--- config.mk ---
export PLATFORM = sky130hd
export DESIGN_NAME = hamming_decoder_15_11_stream
export DESIGN_NICKNAME = d
export VERILOG_FILES = /design/src/rtl/hamming_15_11_pkg.sv /design/src/rtl/hamming_syndrome_15_11.sv /design/src/rtl/hamming_decoder_15_11_stream.sv
export SDC_FILE = /design/constraint.sdc
export NUM_CORES = 1
export LEC_CHECK = 0
export CAP_MARGIN = 20
export CORE_ASPECT_RATIO = 0.75
export CORE_MARGIN = 3
export CORE_UTILIZATION = 42
export DETAILED_ROUTE_END_ITERATION = 16
export GPL_ROUTABILITY_DRIVEN = 0
export GPL_TIMING_DRIVEN = 0
export MAX_ROUTING_LAYER = met4
export PLACE_DENSITY = 0.77
export SLEW_MARGIN = 20
export SYNTH_ARGS = -nofsm -noshare
export SYNTH_HDL_FRONTEND = slang
export SYNTH_SLANG_ARGS = --single-unit
--- constraint.sdc ---
create_clock -name clk -period 3.1 [get_ports clk]
set_input_delay 0.31 -clock clk [delete_from_list [all_inputs] [get_ports clk]]
set_output_delay 0.31 -clock clk [all_outputs]
set_load 0.02 [all_outputs]
--- src/rtl/hamming_15_11_pkg.sv ---
// Shared Hamming(15,11) definitions used by both the encoder and the decoder.
// Codeword bit i holds Hamming position i+1. Parity sits at bits 0,1,3,7.
package hamming_15_11_pkg;

  localparam int CW_W   = 15;
  localparam int DATA_W = 11;
  localparam int SYN_W  = 4;

  // Codeword bit indices carrying D1..D11, in order (D1 lands in data[10])
  localparam int DATA_POS [DATA_W] = '{2, 4, 5, 6, 8, 9, 10, 11, 12, 13, 14};

  // Even-parity coverage masks for s1, s2, s4 and s8
  localparam logic [CW_W-1:0] MASK_S1 = 15'h5555;
  localparam logic [CW_W-1:0] MASK_S2 = 15'h6666;
  localparam logic [CW_W-1:0] MASK_S4 = 15'h7878;
  localparam logic [CW_W-1:0] MASK_S8 = 15'h7F80;

  // Everything the second pipeline stage presents to the consumer
  typedef struct packed {
    logic [DATA_W-1:0] data;
    logic [SYN_W-1:0]  syndrome;
    logic              errCorrected;
    logic              errInParity;
  } dec_result_t;

  // Pull the eleven data bits out of a codeword, D1 in the MSB
  function automatic logic [DATA_W-1:0] extract_data(input logic [CW_W-1:0] cw);
    logic [DATA_W-1:0] d;
    d = '0;
    for (int k = 0; k < DATA_W; k++) begin
      d[DATA_W-1-k] = cw[DATA_POS[k]];
    end
    return d;
  endfunction

  // Invert the bit named by a non-zero syndrome; a zero syndrome leaves the word alone
  function automatic logic [CW_W-1:0] correct_word(input logic [CW_W-1:0]  cw,
                                                   input logic [SYN_W-1:0] syn);
    logic [CW_W-1:0] flipMask;
    flipMask = '0;
    if (syn != '0) begin
      flipMask = CW_W'(1) << (syn - SYN_W'(1));
    end
    return cw ^ flipMask;
  endfunction

endpackage

--- src/rtl/hamming_syndrome_15_11.sv ---
// Combinational Hamming(15,11) syndrome generator, {s8,s4,s2,s1}.
// A non-zero result is the 1-based position of a single flipped bit.
module hamming_syndrome_15_11
  import hamming_15_11_pkg::*;
(
  input  logic [CW_W-1:0]  codeword_i,
  output logic [SYN_W-1:0] syndrome_o
);

  assign syndrome_o = {^(codeword_i & MASK_S8),
                       ^(codeword_i & MASK_S4),
                       ^(codeword_i & MASK_S2),
                       ^(codeword_i & MASK_S1)};

endmodule

--- src/rtl/hamming_decoder_15_11_stream.sv ---
// Two-stage streaming Hamming(15,11) SEC decoder with valid/ready flow control.
// S1 captures the codeword and its syndrome; S2 holds the corrected result.
// Double errors are miscorrected silently, which is inherent to SEC-only codes.
module hamming_decoder_15_11_stream
  import hamming_15_11_pkg::*;
#(
  parameter int CNT_W = 16
) (
  input  logic              clk,
  input  logic              rst,
  input  logic              in_valid,
  output logic              in_ready,
  input  logic [CW_W-1:0]   codeword_in,
  output logic              out_valid,
  input  logic              out_ready,
  output logic [DATA_W-1:0] data_out,
  output logic [SYN_W-1:0]  syndrome_out,
  output logic              err_corrected,
  output logic              err_in_parity,
  input  logic              clear_counts,
  output logic [CNT_W-1:0]  word_count,
  output logic [CNT_W-1:0]  corrected_count
);

  logic              s1Valid_q;
  logic [CW_W-1:0]   s1Cw_q;
  logic [SYN_W-1:0]  s1Syn_q;
  logic              s2Valid_q;
  dec_result_t       s2Res_q;
  dec_result_t       s2Res_d;
  logic [CNT_W-1:0]  wordCnt_q;
  logic [CNT_W-1:0]  wordCnt_d;
  logic [CNT_W-1:0]  corrCnt_q;
  logic [CNT_W-1:0]  corrCnt_d;
  logic [SYN_W-1:0]  inSyn;
  logic              s1Load;
  logic              s2Load;
  logic              outXfer;

  hamming_syndrome_15_11 u_syndrome (
    .codeword_i (codeword_in),
    .syndrome_o (inSyn)
  );

  // S2 frees up whenever the consumer takes its word; S1 frees up when S2 advances
  assign s2Load   = !s2Valid_q || out_ready;
  assign s1Load   = !s1Valid_q || s2Load;
  assign in_ready = s1Load;
  assign outXfer  = s2Valid_q && out_ready;

  // Stage 1: capture the incoming codeword and its syndrome on an input transfer
  always_ff @(posedge clk or posedge rst) begin
    if (rst) begin
      s1Valid_q <= 1'b0;
      s1Cw_q    <= '0;
      s1Syn_q   <= '0;
    end else if (s1Load) begin
      s1Valid_q <= in_valid;
      if (in_valid) begin
        s1Cw_q  <= codeword_in;
        s1Syn_q <= inSyn;
      end
    end
  end

  // Correct the stage-1 word and derive its status flags
  always_comb begin
    s2Res_d              = '0;
    s2Res_d.data         = extract_data(correct_word(s1Cw_q, s1Syn_q));
    s2Res_d.syndrome     = s1Syn_q;
    s2Res_d.errCorrected = (s1Syn_q != '0);
    s2Res_d.errInParity  = (s1Syn_q != '0) && ((s1Syn_q & (s1Syn_q - SYN_W'(1))) == '0);
  end

  // Stage 2: result registers only change when a real word moves in, so held outputs stay put
  always_ff @(posedge clk or posedge rst) begin
    if (rst) begin
      s2Valid_q <= 1'b0;
      s2Res_q   <= '0;
    end else if (s2Load) begin
      s2Valid_q <= s1Valid_q;
      if (s1Valid_q) begin
        s2Res_q <= s2Res_d;
      end
    end
  end

  // Saturating statistics; a clear wins over a same-cycle increment
  always_comb begin
    wordCnt_d = wordCnt_q;
    corrCnt_d = corrCnt_q;
    if (clear_counts) begin
      wordCnt_d = '0;
      corrCnt_d = '0;
    end else if (outXfer) begin
      if (wordCnt_q != '1) begin
        wordCnt_d = wordCnt_q + CNT_W'(1);
      end
      if (s2Res_q.errCorrected && (corrCnt_q != '1)) begin
        corrCnt_d = corrCnt_q + CNT_W'(1);
      end
    end
  end

  // Counter registers
  always_ff @(posedge clk or posedge rst) begin
    if (rst) begin
      wordCnt_q <= '0;
      corrCnt_q <= '0;
    end else begin
      wordCnt_q <= wordCnt_d;
      corrCnt_q <= corrCnt_d;
    end
  end

  assign out_valid       = s2Valid_q;
  assign data_out        = s2Res_q.data;
  assign syndrome_out    = s2Res_q.syndrome;
  assign err_corrected   = s2Res_q.errCorrected;
  assign err_in_parity   = s2Res_q.errInParity;
  assign word_count      = wordCnt_q;
  assign corrected_count = corrCnt_q;

endmodule

# Yosys cells after proc, flatten, opt, wreduce, memory -nomap -nowiden
# Cells that the tools add are included.
# totals
reg_bits	70
inputBits	20
output_inout_bits	51
wordCells	45
# op_classes
n_addsub	3
n_shift	1
n_mux	7
eq_ne	2
n_reduce_logical	20
n_bitwise	2
# op_table
op	n
$mux W16	6
$reduce_xor A15 Y1	4
$add A16 B1 Y16 const B	2
$ne A16 B16 Y1 const B	2
$mux W15	1
$shl A1 B4 Y15 const A	1
$xor A15 B15 Y15	1
$reduce_and A2 Y1	4
$reduce_bool A2 Y1	3
$and A4 B4 Y4	1
$logic_not A4 Y1	1
$reduce_bool A4 Y1	1
$sub A4 B1 Y4 const B	1
$logic_and A1 B1 Y1	3
$logic_not A1 Y1	2
$logic_or A1 B1 Y1	2

# Longest topological paths before layout
# Gate-level depths: netlist of the first run.
# logic_depth
word_depth	5
mapped_depth	6
ltp_nobuf	6

# Cells and area by module
# A second synthesis of the first run with hierarchy kept.
# hier_totals
hier_cells	343
hier_area_um2	3490.8
# modules_own_cells
mod	instances	seq_area_each_um2	area_each_um2	cells_per_inst
hamming_decoder_15_11_stream	1	1651.6	3283.1	321
hamming_syndrome_15_11	1	0.0	207.7	22

# Worst setup path before layout of the first run
# OpenSTA, ideal clock, no wires.
# synth_path
path_kind	register -> register
startpoint	register s1Syn_q[0]
endpoint	register s2Res_q, in the netlist data_out[3]
period_less_slack_ns	1.892
arrival_ns	1.762
n_path_buf	0
t_required_ns	2.970
setup_slack_ns	1.208
stages_incl_launch_ff	7
path_cell_list	dfrtp_1 > or3_1 > ha_1 > nand2b_1 > nor3_1 > xnor2_1 > o21ai_1
# synth_via
elab_chain_len	4
# synth_lines
item	line	source
start, declared	hamming_decoder_15_11_stream.sv:27	logic [SYN_W-1:0] s1Syn_q;
start signal, assigned	hamming_decoder_15_11_stream.sv:61	s1Syn_q <= inSyn;
$sub A4 B1 Y4	hamming_15_11_pkg.sv:42	flipMask = CW_W'(1) << (syn - SYN_W'(1));
$shl A1 B4 Y15	hamming_15_11_pkg.sv:42	
$mux W15 *	hamming_15_11_pkg.sv:41	if (syn != '0) begin
$xor A15 B15 Y15 *	hamming_15_11_pkg.sv:44	return cw ^ flipMask;
end signal, assigned	hamming_decoder_15_11_stream.sv:83	s2Res_q <= s2Res_d;
end, declared	hamming_decoder_15_11_stream.sv:29	dec_result_t s2Res_q;
# Every way passes the cells marked *; elsewhere a longest branch is shown, timed or not.
# A chain may end at the register's enable or synchronous reset.

# Final worst setup path of the first run
# Same ends and word-level chain as after synthesis.

==> qor.txt, run 1 <==
Post-synthesis async set-or-reset flop share = 100.0%
Synthesized instance count = 346
Hold crit path type = in -> async
Vias in the first global route = 2928
Number of synthesized flops with an enable pin = 0
DRT antenna net count = 0
Clk_lat worst skew = 0.34 ns
Total Routing Usage GR = 19.78%
Top cells by area, synth = dfrtp_1 (48%), xnor2_1 (8.3%), mux2_2 (4.9%)
Setup violators final = 0
WL final = 8474 um
Layout Skew = 0.006162 ns
IO Count = 71
Fin crit share = 70.66%
Max-cap violations = 0
Final WS setup = 0.9096 ns
R2R Setup Slk = 0.91 ns
Horiz. Die Dim = 111.0 um
Synth Cell Area = 3475 sq um
PwrDens = 576.9 nW/um^2
Number of port buffers = 70
Ant diodes = 0
Synth top cells by count = dfrtp_1 (66), xnor2_1 (33), nand2_1 (29)
Sink Count = 66
Critical path capture point = data_out[3]$_DFFE_PP0P_
Crit path launch = s1Syn_q[0]$_DFFE_PP0P_
Most frequent cell after synthesis = dfrtp_1
Worst slew pin tran = 0.6264 ns
Clock transition at path regs = 0.08 ns
Highest clock rate = 0.4565 GHz
Critical R2R Launch = s1Syn_q[0]$_DFFE_PP0P_
First-pass GRT wire length = 14730 um
Post-DP HPWL = 6203 um
Pre-CTS setup slack = 0.8495 ns
Peak VDD IR = 0.4854 mV
LEAKAGE = 0.001789 uW
Worst-path maximum fanout = 8
Sequential share of the synthesized area = 47.53%
Syn-to-layout area delta = 30.25%
Synth area leader = dfrtp_1
Slowest CP cell = dfrtp_1
Max_slew headroom = 58.09%
Fillers = 727
CTS HTree Levels = 3
DIE HEIGHT = 84.77 um
Startpoint class of the critical path = register
Nets = 452
Resize count post-CTS = 0
Core Region = 7953 sq um
Synth top area share = 47.53%
Status = complete, no violations
Tmin final = 2.190 ns
Crit path kind = reg -> reg
Syn_nets = 370
TritonCTS clock tree = done
Hold Worst Slack = 0.3164 ns
Synthesis Warnings = 0
Yosys reg bits = 66
Hold_buf cts = 0
Required time worst endpoint = 3.32 ns
Final-report hold violation count = 0
Initial Util = 43.69%
Row cnt = 28
Largest net degree at the start of global routing = 36
RSZ-0062 raised after global routing = no
CTS buffer count = 9
Routed vias = 2956
Sum Neg Setup Slack = 0 ns
Residual DRC = 0
Via density = 5.494
Total power = 2611 uW
Global route overflow = 0
Initial drt markers = 158
CP Cell Sequence = or3_1 > ha_1 > nand2b_1 > nor3_1 > xnor2_1 > o21ai_1
Routed len/inst = 15.75 um
Post-synth top flop = dfrtp_1
TritonRoute pass-1 iters = 4
Largest stage delay, worst path = 0.48 ns
Crit end category = register
Worst Path Arrival = 2.41 ns
Root Driver = clkbuf_8
Worst flop-to-flop path endpoint = data_out[3]$_DFFE_PP0P_
Netlist cell types = 44
Layout cells sized above 1 = 9.469%
Slew Viols, Final = 0
Core Util, Final = 56.91%
Postcts setup bufs = 0
Initial antenna violation count = 0
Clock tree buffer depth = 2
Avg Cell Area, Syn = 10.04 sq um
DIE AREA = 9412 sq um
Reg2Reg Depth = 6
registers in the layout, summed over array words and instances (netlist names):
| signal | cells |
|---|---|
| syndrome_out | 4 |
| corrected_count | 16 |
| s1Syn_q | 4 |
| err_corrected | 1 |
| word_count | 16 |
| s1Cw_q | 11 |
| s1Valid_q | 1 |
| err_in_parity | 1 |
| out_valid | 1 |
| data_out | 11 |
worst min-delay path by stage:
stage | startpoint | to | slack [ns] | cells after the start
after CTS | rst | syndrome_out[0]$_DFFE_PP0P_ | 0.33 | 2
after global routing | rst | syndrome_out[0]$_DFFE_PP0P_ | 0.36 | 2
after floorplan | in_valid | s1Valid_q$_DFFE_PP0N_ | 0.42 | 1
after global placement | data_out[4]$_DFFE_PP0P_ | data_out[4]$_DFFE_PP0P_ | 0.47 | 2
final | rst | syndrome_out[0]$_DFFE_PP0P_ | 0.32 | 2
after detailed placement | data_out[5]$_DFFE_PP0P_ | data_out[5]$_DFFE_PP0P_ | 0.48 | 2
area by class of cell:
type / instances / area (sq um) / area share [%]
Tap cell: 105 / 131.4 / 2.903
Buffer: 12 / 65.06 / 1.438
Sequential cell: 66 / 1652 / 36.49
Inverter: 7 / 28.78 / 0.6359
Clock buffer: 12 / 145.1 / 3.207
Clock inverter: 4 / 51.30 / 1.134
Timing Repair Buffer: 71 / 720.7 / 15.92
Multi-Input combinational cell: 261 / 1732 / 38.26
cells in the final DEF (no fill, tap or decap), drive strengths merged, types with 4 or more instances in the layout:
cell	netlist	final
clkdlybuf4s50	0	70
dfrtp	66	66
xnor2	33	33
o21ai	31	31
nand2	29	29
nor2	23	23
clkbuf	8	20
mux2	18	18
nand3	14	14
a21oi	14	14
nand4	14	14
nand2b	10	10
nor3	9	9
xor2	9	9
or3	8	8
inv	7	7
and3	5	5
buf	4	5
o31ai	4	4
a311o	4	4
ha	4	4
critical path: cells and delay by family (launching register included):
family	cells	cell delay, ns
simple gates	3	0.95
flops	1	0.48
fa+ha+maj	1	0.38
xor+xnor	1	0.18
compound gates	1	0.08
kinds of logic (layout without fill, tap and decap cells):
kind of cell	Yosys count	count (layout)	synth area share (%)
simple gates	135	135	21.25
compound gates	61	61	10.44
buf+inv	19	106	2.629
fa+ha+maj	4	4	1.440
xor+xnor	42	42	10.59
mux	19	19	6.122
flops	66	66	47.53
report_power, final:
part / leakage, uW / total (uW) / switching (uW) / internal (uW)
logic: 0.000840 / 775 / 403 / 372
clock network: 0.0000966 / 730 / 336 / 394
registers: 0.000852 / 1110 / 117 / 989
total: 0.00179 / 2610 / 856 / 1760
routing by layer:
| layer | track usage (%) | wire (um) | up-vias |
|---|---|---|---|
| met1 | 27.43 | 4081 | 1456 |
| met3 | 4.179 | 448 | 9 |
| li1 | - | - | 1410 |
| met2 | 29.46 | 3850 | 81 |
| met5 | - | 0 | - |
| met4 | 5.746 | 94 | 0 |
through the flow:
stage          instances  instance area (sq um)
4_1_cts              538                   4526
3_5_place_dp         522                   4329
6_report             538                   4526
5_1_grt              538                   4526
2_1_floorplan        346                   3475
3_3_place_gp         521                   4307
Power figures use the tool's default switching activity.
==> run 2, diff against run 1 <==
--- a/config.mk
+++ b/config.mk
@@ -13,7 +13,7 @@
 export GPL_ROUTABILITY_DRIVEN = 0
 export GPL_TIMING_DRIVEN = 0
 export MAX_ROUTING_LAYER = met4
-export PLACE_DENSITY = 0.77
+export PLACE_DENSITY = 0.8
 export SLEW_MARGIN = 20
 export SYNTH_ARGS = -nofsm -noshare
 export SYNTH_HDL_FRONTEND = slang
==> constraint.sdc (replaced) <==
create_clock -name clk -period 1.75 [get_ports clk]
set_input_delay 0.175 -clock clk [delete_from_list [all_inputs] [get_ports clk]]
set_output_delay 0.175 -clock clk [all_outputs]
set_load 0.02 [all_outputs]
==> qor.txt, run 2 (synthesized netlist as in run 1, its figures left out) <==
WL final = 8924 um (was 8474 um)
Internal power = 3093 uW (was 1755 uW)
Initial antenna violation count = 0 (unchanged)
Clock transition at path regs = 0.08 ns (about the same)
Violated checks = setup timing
R2R Setup Slk = -0.008 ns (was 0.91 ns)
Peak VDD IR = 0.6242 mV (was 0.4854 mV)
PwrDens = 979.3 nW/um^2 (was 576.9 nW/um^2)
Clock tree buffer depth = 2 (unchanged)
Routed vias = 2980 (was 2956)
Tmin final = 1.758 ns (was 2.190 ns)
Post-DP HPWL = 6193 um (was 6203 um)
Final WS setup = -0.008050 ns (was 0.9096 ns)
Required time worst endpoint = 1.97 ns (was 3.32 ns)
Seq pwr share = 41.3% (was 42.4%)
Most frequent cells in the layout = clkdlybuf4s50_1 (69), dfrtp_1 (55), xnor2_1 (32) (was clkdlybuf4s50_1 (70), dfrtp_1 (66), xnor2_1 (33))
Row cnt = 28 (unchanged)
P_sw = 1624 uW (was 855.6 uW)
Nets = 469 (was 452)
Core Util, Final = 60.57% (was 56.91%)
Layout Skew = 0.009892 ns (was 0.006162 ns)
Max-cap violations = 0 (unchanged)
Worst flop-to-flop path endpoint = data_out[3]$_DFFE_PP0P_ (unchanged)
Vias in the first global route = 2888 (was 2928)
Clock power share = 24.7% (was 28.0%)
Critical R2R Launch = s1Syn_q[1]$_DFFE_PP0P_ (was s1Syn_q[0]$_DFFE_PP0P_)
Setup violators final = 1 (was 0)
Slew Viols, Final = 0 (unchanged)
Critical path capture point = data_out[3]$_DFFE_PP0P_ (unchanged)
Commonest non-fill, non-tap cell in the layout = clkdlybuf4s50_1 (unchanged)
Number of port buffers = 70 (unchanged)
Hold crit path type = in -> async (unchanged)
Horiz. Die Dim = 111.0 um (unchanged)
Worst Path Arrival = 1.98 ns (was 2.41 ns)
IO Count = 71 (unchanged)
CTS buffer count = 9 (unchanged)
Reg2Reg Depth = 6 (unchanged)
Highest clock rate = 0.5688 GHz (was 0.4565 GHz)
Fillers = 649 (was 727)
Core Region = 7953 sq um (unchanged)
Initial Util = 43.69% (unchanged)
Max_slew headroom = 64.27% (was 58.09%)
Crit path kind = reg -> reg (unchanged)
Crit path launch = s1Syn_q[1]$_DFFE_PP0P_ (was s1Syn_q[0]$_DFFE_PP0P_)
DRT antenna net count = 0 (unchanged)
DIE HEIGHT = 84.77 um (unchanged)
Fin crit share = 100.5% (was 70.66%)
Worst slew pin tran = 0.5360 ns (was 0.6264 ns)
Pre-CTS setup slack = -0.3510 ns (was 0.8495 ns)
Via density = 5.369 (was 5.494)
CTS HTree Levels = 3 (unchanged)
Total power = 4717 uW (was 2611 uW)
LEAKAGE = 0.001892 uW (was 0.001789 uW)
Total Routing Usage GR = 19.55% (was 19.78%)
TritonCTS clock tree = done (unchanged)
DIE AREA = 9412 sq um (unchanged)
Worst-path maximum fanout = 6 (was 8)
Startpoint class of the critical path = register (unchanged)
Non-filler instance count after layout = 555 (was 538)
Final-report hold violation count = 0 (unchanged)
Ant diodes = 0 (unchanged)
Sink Count = 66 (unchanged)
Post-route cell area = 4817 sq um (was 4526 sq um)
Initial drt markers = 133 (was 158)
Status = complete, but fails checks (was complete, no violations)
Residual DRC = 0 (unchanged)
Total placed cells including tap cells = 523 (was 522)
Combinational power share = 34.0% (was 29.7%)
First-pass GRT wire length = 14500 um (was 14730 um)
Routed len/inst = 16.08 um (was 15.75 um)
Placed Area = 4375 sq um (was 4329 sq um)
Layout cells sized above 1 = 20.00% (was 9.469%)
TritonRoute pass-1 iters = 4 (unchanged)
Syn-to-layout area delta = 38.64% (was 30.25%)
Clk_lat worst skew = 0.35 ns (was 0.34 ns)
Root Driver = clkbuf_8 (unchanged)
Switching Share = 34.44% (was 32.77%)
Global route overflow = 0 (unchanged)
RSZ-0062 raised after global routing = yes (was no)
Largest net degree at the start of global routing = 35 (was 36)
Hold_buf cts = 0 (unchanged)
Crit end category = register (unchanged)
## run 2: cell types whose count changed in the layout (fill, tap and decap cells not counted), sizes merged
cell           delta
buf              +17
bufinv            -1
clkbuf            -3
clkdlybuf4s50     -1
clkinv            +2
clkinvlp          +2
dlygate4sd2       +1
## run 2: critical path, stage by stage (launching register included)
cell and delay [ns]:
dfrtp_2 0.42, or3_4 0.41, ha_4 0.25, nand2b_4 0.16, nor3_2 0.17, xnor2_1 0.14, o21ai_1 0.08
## run 2: cell type report
class | instances | area [sq um] | area share [%]
multi-input cells | 261 | 1861 | 38.62
repair buffers | 88 | 872.1 | 18.10
clock buffers | 9 | 123.9 | 2.571
inverters | 7 | 30.03 | 0.6234
clock inverters | 7 | 55.05 | 1.143
flip-flops and latches | 66 | 1665 | 34.57
well taps | 105 | 131.4 | 2.727
plain buffers | 12 | 78.83 | 1.636
## run 2: power by group through the flow
stage / Clock (uW) / Sequential, uW / Combinational (uW)
2_1_floorplan: 0 / 2130 / 670
3_3_place_gp: 0 / 1980 / 1360
3_5_place_dp: 0 / 1990 / 1400
4_1_cts: 1200 / 1950 / 1530
5_1_grt: 1270 / 1980 / 1740
6_report: 1170 / 1950 / 1600
## run 2: per-layer routing
metal | routed length [um] | track usage [%]
met1 | 4299 | 26.95
met4 | 97 | 6.851
met2 | 4068 | 28.96
met3 | 458 | 3.890
met5 | 0 | -
## run 2: how the worst min path moves through the flow
stage,to,cells past startpoint,from
detailed placement,data_out[5]$_DFFE_PP0P_,2,data_out[5]$_DFFE_PP0P_
floorplan,s1Valid_q$_DFFE_PP0N_,1,in_valid
finish,syndrome_out[3]$_DFFE_PP0P_,3,rst
global route,syndrome_out[0]$_DFFE_PP0P_,3,rst
CTS,syndrome_out[0]$_DFFE_PP0P_,3,rst
global placement,data_out[2]$_DFFE_PP0P_,2,data_out[2]$_DFFE_PP0P_
## run 2: timing repair
item,4_1_cts,5_1_grt
pin swaps,1,7
setup endpoints to repair,27,32
gates resized for setup,17,17
hold endpoints to repair,0,0
buffers inserted,3,13
## run 2: stage by stage
stage	hold slack, ns	TNS [ns]
global route	0.2245	-0.4515
CTS	0.1923	-0.01245
global placement	0.4681	-6.421
finish	0.1995	-0.008050
floorplan	0.2834	-0.02662
detailed placement	0.4747	-7.559
==> run 3, diff against run 2 <==
--- a/config.mk
+++ b/config.mk
@@ -7,7 +7,6 @@
 export LEC_CHECK = 0
 export CAP_MARGIN = 20
 export CORE_ASPECT_RATIO = 0.75
-export CORE_MARGIN = 3
 export CORE_UTILIZATION = 42
 export DETAILED_ROUTE_END_ITERATION = 16
 export GPL_ROUTABILITY_DRIVEN = 0
==> qor.txt, run 3 (synthesized netlist as in run 1, its figures left out) <==
Post-DP HPWL = 5969 um (was 6193 um)
TritonRoute pass-1 iters = 4 (unchanged)
Via density = 5.425 (was 5.369)
TritonCTS clock tree = done (unchanged)
Core Util, Final = 60.16% (was 60.57%)
LEAKAGE = 0.001859 uW (was 0.001892 uW)
Fin crit share = 102.7% (was 100.5%)
Final WS setup = -0.04724 ns (was -0.008050 ns)
Clk_lat worst skew = 0.34 ns (was 0.35 ns)
DIE AREA = 8644 sq um (was 9412 sq um)
Worst path buffer plus inverter count = 0 (unchanged)
Setup violators final = 2 (was 1)
Ant diodes = 0 (unchanged)
CTS buffer count = 9 (unchanged)
Row cnt = 28 (unchanged)
Total power = 4750 uW (was 4717 uW)
Crit end category = register (unchanged)
DIE HEIGHT = 80.77 um (was 84.77 um)
Commonest non-fill, non-tap cell in the layout = clkdlybuf4s50_1 (unchanged)
Residual DRC = 0 (unchanged)
Initial antenna violation count = 0 (unchanged)
Startpoint class of the critical path = register (unchanged)
CTS HTree Levels = 3 (unchanged)
Pre-CTS setup slack = -0.3071 ns (was -0.3510 ns)
Required time worst endpoint = 1.95 ns (was 1.97 ns)
Routed vias = 2984 (was 2980)
Largest stage delay, worst path = 0.42 ns (about the same)
WL final = 8568 um (was 8924 um)
Fillers = 672 (was 649)
Largest net degree at the start of global routing = 34 (was 35)
Violated checks = setup timing (unchanged)
Slowest CP cell = dfrtp_2 (unchanged)
Global route overflow = 0 (unchanged)
Crit path kind = reg -> reg (unchanged)
Horiz. Die Dim = 107.0 um (was 111.0 um)
Max_slew headroom = 59.11% (was 64.27%)
Number of port buffers = 70 (unchanged)
Highest clock rate = 0.5564 GHz (was 0.5688 GHz)
Routed len/inst = 15.58 um (was 16.08 um)
Layout cells sized above 1 = 20.00% (unchanged)
Initial Util = 43.69% (unchanged)
Hold crit path type = in -> async (unchanged)
Initial drt markers = 114 (was 133)
Max-cap violations = 0 (unchanged)
Clock tree buffer depth = 2 (unchanged)
Sink Count = 66 (unchanged)
Slew Viols, Final = 0 (unchanged)
Clock transition at path regs = 0.07 ns (was 0.08 ns)
Layout Skew = 0.008493 ns (was 0.009892 ns)
Status = complete, but fails checks (unchanged)
Peak VDD IR = 0.7386 mV (was 0.6242 mV)
Most frequent cells in the layout = clkdlybuf4s50_1 (69), dfrtp_1 (52), xnor2_1 (33) (was clkdlybuf4s50_1 (69), dfrtp_1 (55), xnor2_1 (32))
First-pass GRT wire length = 13700 um (was 14500 um)
Nets = 466 (was 469)
Core Region = 7953 sq um (unchanged)
DRT antenna net count = 0 (unchanged)
Worst Path Arrival = 2.00 ns (was 1.98 ns)
PwrDens = 992.8 nW/um^2 (was 979.3 nW/um^2)
Total Routing Usage GR = 21.21% (was 19.55%)
Tmin final = 1.797 ns (was 1.758 ns)
CP Cell Sequence = or3_4 > ha_4 > nand2b_4 > nor3_2 > xnor2_1 > o21ai_1 (unchanged)
Vias in the first global route = 2807 (was 2888)
Final-report hold violation count = 0 (unchanged)
Syn-to-layout area delta = 37.70% (was 38.64%)
Worst-path maximum fanout = 6 (unchanged)
RSZ-0062 raised after global routing = yes (unchanged)
IO Count = 71 (unchanged)
Worst slew pin tran = 0.6111 ns (was 0.5360 ns)
Cell family with most CP delay = simple AND/OR/NAND/NOR gates (unchanged)
Root Driver = clkbuf_8 (unchanged)
## run 3: repair_timing
| action | in CTS | in global routing |
|---|---|---|
| endpoints found under the hold margin | 0 | 0 |
| gates resized for setup | 16 | 25 |
| setup endpoints to repair | 25 | 33 |
| pin swaps | 2 | 6 |
| setup buffers | 3 | 10 |
| hold buffers | 0 | 0 |
## run 3: layout make-up
| class | count | area (sq um) | area share, % |
|---|---|---|---|
| inverters | 7 | 30.03 | 0.6276 |
| flip-flops and latches | 66 | 1669 | 34.88 |
| well taps | 105 | 131.4 | 2.746 |
| clock buffers | 11 | 131.4 | 2.746 |
| multi-input cells | 261 | 1863 | 38.94 |
| clock inverters | 3 | 42.54 | 0.8891 |
| plain buffers | 12 | 72.57 | 1.517 |
| repair buffers | 85 | 844.6 | 17.65 |
## run 3: through the flow
stage          instance area (sq um)  hold WS, ns  TNS [ns]  cells
5_1_grt                         4785       0.1462   -0.6961    550
3_3_place_gp                    4335       0.4665    -6.500    521
4_1_cts                         4628       0.1316  -0.03010    540
3_5_place_dp                    4383       0.4775    -7.378    523
2_1_floorplan                   3503       0.2834  -0.02662    346
6_report                        4785       0.1403  -0.05865    550
## run 3: path summary, 6_finish.rpt
kind                                    startpoint                             end  slack [ns]  cells after the start
max in group asynchronous                      rst  corrected_count[8]$_DFFE_PP0P_        1.14                      3
min                                            rst       word_count[6]$_DFFE_PP0P_        0.14                      2
min reg2reg                data_out[3]$_DFFE_PP0P_         data_out[3]$_DFFE_PP0P_        0.48                      2
max reg2reg                 s1Syn_q[1]$_DFFE_PP0P_         data_out[3]$_DFFE_PP0P_       -0.05                      6
max                         s1Syn_q[1]$_DFFE_PP0P_         data_out[3]$_DFFE_PP0P_       -0.05                      6
min in group clk           data_out[3]$_DFFE_PP0P_         data_out[3]$_DFFE_PP0P_        0.48                      2
## run 3: metal layers
metal / GRT usage (%) / part of all wire (%) / vias up
li1: - / - / 1431
met1: 27.77 / 47 / 1472
met2: 33.29 / 48 / 73
met3: 5.136 / 4.2 / 8
met4: 5.479 / 1.0 / 0
met5: - / 0 / -
## run 3: where the power goes
group,switching (uW),leakage (uW),internal (uW)
logic,805,0.000942,800
clock network,549,0.0000853,641
registers,196,0.000832,1760
